--- src/rtl/data_mem_ctrl.sv ---
// ---------------------------------------------------------------------------
// data_mem_ctrl
// Bridges a core request/response interface onto a single-port data memory
// with a registered read output. A request is either a single-word write or
// a read burst of 1..8 consecutive words; burst addresses wrap modulo 2^ADDR_W.
// Each read word takes three states: RD_ADDR presents the address, RD_CAP
// captures the memory output, and RD_RESP holds the word until the core
// consumes it.
//
// Ports
//   clock        single clock, all state changes on the rising edge
//   reset        synchronous active-high reset, wins over every handshake
//   req_valid    core request present
//   req_ready    controller accepts a request this cycle (IDLE, reset low)
//   req_write    1 = single-word write, 0 = burst read
//   req_addr     start word address
//   req_len      read burst length minus one (ignored for writes)
//   req_wdata    write data
//   resp_valid   resp_data holds a read word
//   resp_ready   core consumes the read word
//   resp_data    read word
//   resp_last    marks the final word of a burst
//   wr_done      one-cycle pulse after a write has been performed
//   mem_address  data-memory address
//   mem_read     1 = memory reads, 0 = memory writes mem_wdata on that edge
//   mem_wdata    data-memory write data
//   mem_rdata    data-memory registered read output
// ---------------------------------------------------------------------------
module data_mem_ctrl #(
    parameter int ADDR_W = 5,
    parameter int DATA_W = 16
) (
    input  logic              clock,
    input  logic              reset,
    input  logic              req_valid,
    output logic              req_ready,
    input  logic              req_write,
    input  logic [ADDR_W-1:0] req_addr,
    input  logic [2:0]        req_len,
    input  logic [DATA_W-1:0] req_wdata,
    output logic              resp_valid,
    input  logic              resp_ready,
    output logic [DATA_W-1:0] resp_data,
    output logic              resp_last,
    output logic              wr_done,
    output logic [ADDR_W-1:0] mem_address,
    output logic              mem_read,
    output logic [DATA_W-1:0] mem_wdata,
    input  logic [DATA_W-1:0] mem_rdata
);

    typedef enum logic [2:0] {
        IDLE    = 3'd0,
        RD_ADDR = 3'd1,
        RD_CAP  = 3'd2,
        RD_RESP = 3'd3,
        WR      = 3'd4,
        WR_DONE = 3'd5
    } state_t;

    state_t              r_state;
    state_t              w_next_state;
    logic [ADDR_W-1:0]   r_addr;
    logic [2:0]          r_cnt;          // words still to deliver after the current one
    logic [DATA_W-1:0]   r_wdata;
    logic [DATA_W-1:0]   r_resp_data;
    logic                r_resp_last;
    logic                r_resp_valid;
    logic                r_wr_done;
    logic                r_mem_read;

    logic                w_accept;
    logic                w_resp_hs;
    logic                w_more;

    // Ready is a decode of the state register, gated so nothing is taken while reset is high
    assign req_ready = (r_state == IDLE) && !reset;
    assign w_accept  = req_valid && req_ready;
    // resp_valid is high throughout RD_RESP, so state plus resp_ready is the handshake
    assign w_resp_hs = (r_state == RD_RESP) && resp_ready;
    assign w_more    = (r_cnt != 3'd0);

    assign resp_valid  = r_resp_valid;
    assign resp_data   = r_resp_data;
    assign resp_last   = r_resp_last;
    assign wr_done     = r_wr_done;
    assign mem_address = r_addr;
    assign mem_read    = r_mem_read;
    assign mem_wdata   = r_wdata;

    // Next-state decode for the request sequencer
    always_comb begin
        w_next_state = r_state;
        case (r_state)
            IDLE: begin
                if (w_accept) begin
                    w_next_state = req_write ? WR : RD_ADDR;
                end else begin
                    w_next_state = IDLE;
                end
            end
            RD_ADDR: w_next_state = RD_CAP;
            RD_CAP:  w_next_state = RD_RESP;
            RD_RESP: begin
                if (w_resp_hs) begin
                    w_next_state = w_more ? RD_ADDR : IDLE;
                end else begin
                    w_next_state = RD_RESP;
                end
            end
            WR:      w_next_state = WR_DONE;
            WR_DONE: w_next_state = IDLE;
            default: w_next_state = IDLE;
        endcase
    end

    // State register and the status outputs, which are registered from the next state
    always_ff @(posedge clock) begin
        if (reset) begin
            r_state      <= IDLE;
            r_mem_read   <= 1'b1;
            r_resp_valid <= 1'b0;
            r_wr_done    <= 1'b0;
        end else begin
            r_state      <= w_next_state;
            // The memory writes on every edge where mem_read is low, so it is low only in WR
            r_mem_read   <= (w_next_state != WR);
            r_resp_valid <= (w_next_state == RD_RESP);
            r_wr_done    <= (w_next_state == WR_DONE);
        end
    end

    // Request latch, burst address/count stepping and read-word capture
    always_ff @(posedge clock) begin
        if (reset) begin
            r_addr      <= {ADDR_W{1'b0}};
            r_cnt       <= 3'd0;
            r_wdata     <= {DATA_W{1'b0}};
            r_resp_data <= {DATA_W{1'b0}};
            r_resp_last <= 1'b0;
        end else if (w_accept) begin
            r_addr  <= req_addr;
            r_cnt   <= req_len;
            r_wdata <= req_wdata;
        end else if (r_state == RD_CAP) begin
            r_resp_data <= mem_rdata;
            r_resp_last <= (r_cnt == 3'd0);
        end else if (w_resp_hs && w_more) begin
            // Natural ADDR_W-bit overflow gives the modulo-2^ADDR_W wrap
            r_addr <= r_addr + {{(ADDR_W-1){1'b0}}, 1'b1};
            r_cnt  <= r_cnt - 3'd1;
        end else begin
            r_addr <= r_addr;
        end
    end

endmodule

--- config.mk ---
export PLATFORM = sky130hd
export DESIGN_NAME = data_mem_ctrl
export DESIGN_NICKNAME = d
export VERILOG_FILES = /design/src/rtl/data_mem_ctrl.sv
export SDC_FILE = /design/constraint.sdc
export NUM_CORES = 1
export LEC_CHECK = 0
export CELL_PAD_IN_SITES_DETAIL_PLACEMENT = 1
export CELL_PAD_IN_SITES_GLOBAL_PLACEMENT = 1
export CORE_ASPECT_RATIO = 1.25
export CORE_MARGIN = 5
export CORE_UTILIZATION = 27
export CTS_BUF_LIST = sky130_fd_sc_hd__clkbuf_2 sky130_fd_sc_hd__clkbuf_4 sky130_fd_sc_hd__clkbuf_8
export CTS_CLUSTER_SIZE = 40
export DETAILED_ROUTE_END_ITERATION = 16
export PLACE_DENSITY = 0.87
export SLEW_MARGIN = 15
export SYNTH_ARGS = -nofsm -noshare
export SYNTH_HDL_FRONTEND = slang
export SYNTH_SLANG_ARGS = --single-unit
--- constraint.sdc ---
create_clock -name clock -period 1.56 [get_ports clock]
set_input_delay 0.234 -clock clock [delete_from_list [all_inputs] [get_ports clock]]
set_output_delay 0.234 -clock clock [all_outputs]
set_load 0.005 [all_outputs]
Word-level counts from Yosys, hierarchy flattened --
Index checks and enable logic that the tools add are counted.
Storage, ports and cells: register bits 47, output and inout port bits 42, logic and storage cells 42
Cells by class: add/sub/neg operators 2, equality and inequality tests 8, muxes and demuxes 11, bitwise operators 1, reductions and logical operators 11
Operator list (number):
- $mux W3 | 5
- $mux W5 | 3
- $pmux W3 S5 | 1
- $eq A3 B2 Y1 const B | 3
- $eq A3 B3 Y1 const B | 2
- $logic_not A3 Y1 | 2
- $add A5 B1 Y5 const B | 1
- $logic_and A1 B1 Y1 | 4
- $reduce_and A2 Y1 | 2
- $eq A3 B1 Y1 const B | 1
- $ne A3 B3 Y1 const B | 1
- $reduce_bool A3 Y1 | 1
- $sub A3 B1 Y3 const B | 1
- $mux W2 | 1
- $ne A2 B2 Y1 const B | 1
- $reduce_bool A2 Y1 | 1
- $logic_not A1 Y1 | 1
- $mux W1 | 1
- $not A1 Y1 | 1

Depth between registers and ports, before layout --
Gate-level depths: netlist of the first run.
word-level depth 6, mapped depth 8, mapped depth without buffers 7

Least setup slack after synthesis of the first run --
No wires, ideal clock.
path type register to register, from register r_cnt[0], to register r_addr[2] (netlist: mem_address[2]), setup time 0.088 ns, arrival time 1.448 ns, required time 1.472 ns, path slack 0.024 ns, stages on the path, launching flop included 8, path buffers 1, period minus slack after synthesis 1.536 ns, cell sequence dfxtp_1 > inv_1 > ha_1 > ha_1 > clkbuf_1 > nor2_2 > a211oi_1 > a311oi_2
Between the ends: word-level cells in the longest chain between the ends 4
Ends and longest elaborated chain:
- start: declaration | RTL line 64 | logic [2:0] r_cnt;
- start signal: assignment | RTL line 143 | r_cnt <= req_len;
- start signal: assignment | RTL line 151 | r_cnt <= r_cnt - 3'd1;
- $reduce_bool A3 Y1 | RTL line 81 | assign w_more = (r_cnt != 3'd0);
- $logic_and A1 B1 Y1 | RTL line 148 | end else if (w_resp_hs && w_more) begin
- $reduce_bool A2 Y1 (no source line)
- $reduce_and A2 Y1 (no source line)
- end signal: assignment | RTL line 142 | r_addr <= req_addr;
- end signal: assignment | RTL line 150 | r_addr <= r_addr + {{(ADDR_W-1){1'b0}}, 1'b1};
- end signal: assignment | RTL line 153 | r_addr <= r_addr;
- end: declaration | RTL line 63 | logic [ADDR_W-1:0] r_addr;
Every way passes these cells. A chain may end at the register's enable or synchronous reset.

Final worst setup path of the first run --
from register r_addr[2] (netlist: mem_address[2]), to output mem_address[2]
RTL lines:
- start signal: assignment | RTL line 136 | r_addr <= {ADDR_W{1'b0}};
- start signal: assignment | RTL line 142
- start signal: assignment | RTL line 150
- end: declaration | RTL line 46 | output logic [ADDR_W-1:0] mem_address,
No word-level cell between the ends.

==> impl_metrics.csv, run 1 <==
group,metric,value,unit
status,status,"completed",
grt,grt_max_degree,47,
floorplan,start_util,27.4,%
synthesis,synth_cell_types,39,
worst_setup_path,critPathTopFamily,"buffers and inverters",
clocking,ctsRootBufferMaster,"clkbuf_8",
sta,period_needed,1500,ps
power,total_power,3.02,mW
floorplan,dieHeight,104,um
placed_design,routabilityCongestion,0.755,
worst_setup_path,critPathSlowestCell,"clkdlybuf4s50_1",
floorplan,coreArea,0.00693,mm^2
power,total_leakage_power,1.11,nW
finish,nets,368,
sta,fmax,667,MHz
sta,fin_ws,60.7,ps
clocking,path_clk_slew,90,ps
worst_hold_path,hold_depth,2,
sta,skew,6.01,ps
finish,utilization,44.5,%
floorplan,dieArea,0.00883,mm^2
worst_setup_path,cp_num_buf_inv,1,
worst_setup_path,critical_path_class,"register to primary output",
drt,dr.pass1.iters,4,
sta,slew_headroom,66.6,%
sta,setup_viol,0,
synthesis,yosys_warnings,0,
synthesis,seq_area_frac_synth,49.5,%
flow_run,maxCapViolations,0,
floorplan,rows,34,
drt,drt-total-wl,5840,um
power,p_per_area,979,mW/mm^2
placed_design,numPortBuffers,86,
grt,grt_pass1_wl,9460,um
worst_setup_path,cp.arrival,1270,ps
placed_design,hpwl,4470,um
finish,final_cell_mix,"clkdlybuf4s50_1, nand2_1, dfxtp_1",
clocking,cts-buffers-inserted,5,
drt,drc,0,
worst_setup_path,start_kind,"register",
worst_hold_path,min_path_type,"register to register",
power,ir_worst_vdd,0.000703,V
synthesis,netlist_area,0.00190,mm^2
clocking,ctsLongestPathBuffers,2,
clocking,tritoncts,"done",
worst_setup_path,crit_path_max_fanout,5,
drt,wl_per_cell,14.2,um
synthesis,netlist_instances,225,
synthesis,yosysTopAreaCell,"dfxtp_1",
grt,grt_usage,13.0,%
grt,grt-ovfl-total,0,
worst_setup_path,end_kind,"primary output",
finish,num-fill-cells,818,
finish,drive_above_1_share,13.1,%
synthesis,synth_fp_nets,273,
grt,grt_pass1_vias,1946,
worst_setup_path,critPathMaxStageDelay,550,ps
synthesis,yosysTopAreaCellShare,49.5,%
clocking,htree_levels,2,
worst_setup_path,path_depth,1,
sta,maxSlewViolCount,0,
clocking,clk_latency,300,ps
drt,vias,1893,
synthesis,avgSynthCellArea,8.45,um^2
drt,viasPerCell,4.61,
sta,fin_tns_setup,0,ps
sta,hold_viol,0,
synthesis,ys_ff_latch,47,
floorplan,die_w,85.0,um
finish,final_common_cell,"clkdlybuf4s50_1",
finish,area_growth_syn_to_layout,62.3,%
sta,worst_pin_slew,501,ps
placed_design,pre_cts_slack,-170,ps
synthesis,synth_area_leaders,"dfxtp_1, nand2_1, a21oi_1, ha_1, buf_6",
clocking,clock-sinks,47,
floorplan,io-pin-count,87,
finish,antenna_cells,0,
drt,drt_iter0_drc,82,
sta,min_period_over_period,96.1,%
grt,antenna_found_initial,0,
worst_setup_path,crit_chain,"clkdlybuf4s50_1",
drt,postRouteAntennaNets,0,
sta,rsz0062_at_grt,"false",
worst_setup_path,reg2reg_depth,7,
worst_setup_path,worstPathRequired,1330,ps
## synth_stat cells, drive strengths merged
library cell and count:
and3 1, nor3b 1, and4b 1, a311oi 2, or3b 1, nand4b 1, and2 1, nor4b 1
nand3 5, a211oi 1, a22oi 1, o211ai 2, inv 4, nand3b 1, buf 10, dfxtp 47
o22ai 1, nand2 72, ha 3, nor2b 1, nor2 6, a21oi 39, nand2b 1, o221a 1
clkbuf 7, nor3 3, o21bai 1, nor4 4, xnor2 1, o21ai 2, a221oi 2, a21o 1
## per-layer routing
metal	track usage [%]	wire, um
met1	14.7	2360
met2	24.0	3060
met3	3.49	372
met4	2.71	42
met5	0	0
## worst min-delay path, stage by stage (launching register included)
cell,delay [ps]
dfxtp_1,320
nand2_1,50
a21oi_1,50
## cell type report
cell class | instances | area (um^2) | share of cell area (%)
Clock buffer | 6 | 76.3 | 2.47
Timing Repair Buffer | 105 | 1010 | 32.7
Inverter | 4 | 15.0 | 0.487
Clock inverter | 2 | 60.1 | 1.95
Sequential cell | 47 | 943 | 30.6
Multi-Input combinational cell | 157 | 867 | 28.1
Tap cell | 90 | 113 | 3.65
## report_power, final
part           internal [mW]  switching (mW)
registers               1.28          0.0499
clock network          0.658           0.410
logic                  0.360           0.264
total                   2.29           0.724
## registers in the layout (all words and copies together) (netlist names)
| register | count |
|---|---|
| resp_last | 1 |
| mem_wdata | 16 |
| resp_data | 16 |
| mem_read | 1 |
| r_state | 3 |
| resp_valid | 1 |
| r_cnt | 3 |
| mem_address | 5 |
| wr_done | 1 |
## through the flow
step	hold slack, ps	instance area (um^2)	std cells
after global placement	441	2920	403
after floorplan	317	1900	225
final	460	3080	411
after global routing	474	3080	411
after detailed placement	452	2920	403
after CTS	462	3060	411
## cells by family after synthesis
| logic type | synth area share (%) |
|---|---|
| simple gates | 24.8 |
| compound gates | 16.8 |
| flops | 49.5 |
| buf+inv | 6.45 |
| fa+ha+maj | 1.98 |
| xor+xnor | 0.461 |
## path summary, 6_finish.rpt
check                 startpoint              to  slack (ps)
setup / recovery  mem_address[2]  mem_address[2]          60
hold / removal      resp_data[0]    resp_data[0]         460
setup reg to reg        r_cnt[0]  mem_address[0]          90
hold reg to reg     resp_data[0]    resp_data[0]         460
## timing repair
action	CTS	global route
resized for setup	4	5
setup endpoints to repair	14	6
buffers inserted	0	0
hold buffers	0	0
pin swaps	0	0
(Power assumes the default switching activity.)
==> run 2: changes to the inputs <==
- CTS_CLUSTER_SIZE: 40 -> not set
==> results of run 2 <==
Final layout, timing and power as in run 1 (identical DEF).
==> run 3: changes to the inputs <==
- MAX_ROUTING_LAYER: not set -> met4
==> run 3 against run 2 <==
- combinational power hardly changed
- critical path type unchanged
- largest cell class unchanged
- global-route usage rose by 0.38 points
- cell count is the same
- hold slack lost 1.4 ps
- non-clock buffer count did not move
- register-to-register slack is essentially flat
- clock power about the same
- worst setup slack about the same
- clock skew is essentially flat
- critical endpoint unchanged
==> impl_metrics.csv, run 3 (synthesis results as in run 1) <==
group,metric,value,unit
status,status,"completed",
sta,min_period_over_period,96.1,%
worst_setup_path,worstPathRequired,1330,ps
sta,fmax,667,MHz
power,p_comb_share,20.7,%
finish,area_growth_syn_to_layout,62.3,%
finish,drive_above_1_share,13.1,%
placed_design,dp.cells,403,
finish,postLayoutCellArea,0.00308,mm^2
clocking,htree_levels,2,
clocking,post_cts_buffers,0,
worst_setup_path,start_kind,"register",
placed_design,numPortBuffers,86,
finish,fin_cells,411,
power,ir_worst_vdd,0.000702,V
power,intPower,2.29,mW
sta,rsz0062_at_grt,"false",
power,p_clk_share,35.4,%
sta,hold_viol,0,
drt,drc,0,
sta,period_needed,1500,ps
worst_setup_path,critPathMaxStageDelay,550,ps
drt,wl_per_cell,14.2,um
worst_setup_path,cp.arrival,1270,ps
worst_setup_path,cp_num_buf_inv,1,
finish,num-fill-cells,818,
worst_setup_path,crit_chain,"clkdlybuf4s50_1",
worst_setup_path,critPathSlowestCell,"clkdlybuf4s50_1",
clocking,clock-sinks,47,
worst_setup_path,critPathTopFamily,"buffers and inverters",
power,p_switching,0.724,mW
power,p_sw_share,24.0,%
power,p_seq_share,44.0,%
floorplan,coreArea,0.00693,mm^2
drt,drt_iter0_drc,79,
sta,slew_headroom,66.6,%
drt,postRouteAntennaNets,0,
worst_setup_path,crit_path_max_fanout,5,
grt,antenna_found_initial,0,
sta,worst_pin_slew,502,ps
finish,final_cell_mix,"clkdlybuf4s50_1, nand2_1, dfxtp_1",
sta,setup_viol,0,
power,p_per_area,979,mW/mm^2
clocking,tritoncts,"done",
floorplan,dieHeight,104,um
worst_setup_path,critical_path_class,"register to primary output",
flow_run,maxCapViolations,0,
power,total_leakage_power,1.11,nW
floorplan,start_util,27.4,%
drt,dr.pass1.iters,4,
clocking,cts-buffers-inserted,5,
placed_design,routabilityCongestion,0.764,
sta,fin_ws,60.6,ps
drt,viasPerCell,4.61,
finish,nets,368,
floorplan,die_w,85.0,um
power,total_power,3.02,mW
finish,antenna_cells,0,
grt,grt_usage,13.4,%
clocking,clk_latency,300,ps
sta,maxSlewViolCount,0,
grt,grt_max_degree,47,
placed_design,hpwl,4470,um
clocking,path_clk_slew,90,ps
floorplan,io-pin-count,87,
grt,grt_pass1_vias,1950,
floorplan,rows,34,
sta,whs,459,ps
grt,grt-ovfl-total,0,
finish,final_common_cell,"clkdlybuf4s50_1",
worst_setup_path,end_kind,"primary output",
drt,drt-total-wl,5850,um
drt,vias,1894,
floorplan,dieArea,0.00883,mm^2
placed_design,pre_cts_slack,-170,ps
clocking,ctsLongestPathBuffers,2,
worst_hold_path,min_path_type,"register to register",
clocking,ctsRootBufferMaster,"clkbuf_8",
placed_design,dpl_cell_area,0.00292,mm^2
grt,grt_pass1_wl,9450,um
sta,skew,6.06,ps
-- run 3: repair_timing --
| action | in CTS | in global routing |
|---|---|---|
| endpoints found under the setup margin | 14 | 6 |
| hold buffers | 0 | 0 |
| gates resized for setup | 4 | 5 |
-- run 3: tightest hold or removal path, stage by stage, from the launching register on --
cell	delay [ps]
dfxtp_1	320
nand2_1	50
a21oi_1	50
-- run 3: worst paths after layout --
| kind | startpoint | end | slack, ps | depth (start not counted) |
|---|---|---|---|---|
| min | resp_last | resp_last | 460 | 2 |
| max | mem_address[2] | mem_address[2] | 60 | 1 |
| max reg2reg | r_cnt[0] | mem_address[0] | 90 | 7 |
| min reg2reg | resp_last | resp_last | 460 | 2 |
-- run 3: stage by stage --
| step | TNS, ps | util, % |
|---|---|---|
| 6_report | 0 | 44.5 |
| 5_1_grt | 0 | 44.5 |
| 4_1_cts | 0 | 44.1 |
| 3_5_place_dp | -1510 | 42.1 |
| 3_3_place_gp | -859 | 42.1 |
| 2_1_floorplan | 0 | - |
-- run 3: metal layers --
| layer | vias up | global-route usage (%) | routed length (um) |
|---|---|---|---|
| met5 | - | - | 0 |
| met4 | 0 | 2.71 | 38 |
| met3 | 6 | 2.78 | 295 |
| met2 | 55 | 24.0 | 3060 |
| met1 | 884 | 15.2 | 2450 |
| li1 | 949 | - | - |
-- run 3: area by class of cell --
| class | count | area (um^2) | area share (%) |
|---|---|---|---|
| timing repair buffer | 105 | 1010 | 32.7 |
| sequential | 47 | 943 | 30.6 |
| clock inverter | 2 | 60.1 | 1.95 |
| clock buffer | 6 | 76.3 | 2.47 |
| tap | 90 | 113 | 3.65 |
| multi-input combinational | 157 | 867 | 28.1 |
| inverter | 4 | 15.0 | 0.487 |
-- run 3: power by group through the flow --
stage / clock network [mW] / registers [mW] / logic (mW)
after CTS: 1.11 / 1.33 / 0.624
after floorplan: 0 / 1.35 / 0.269
after detailed placement: 0 / 1.36 / 0.619
after global routing: 1.15 / 1.34 / 0.679
after global placement: 0 / 1.35 / 0.599
final: 1.07 / 1.33 / 0.624
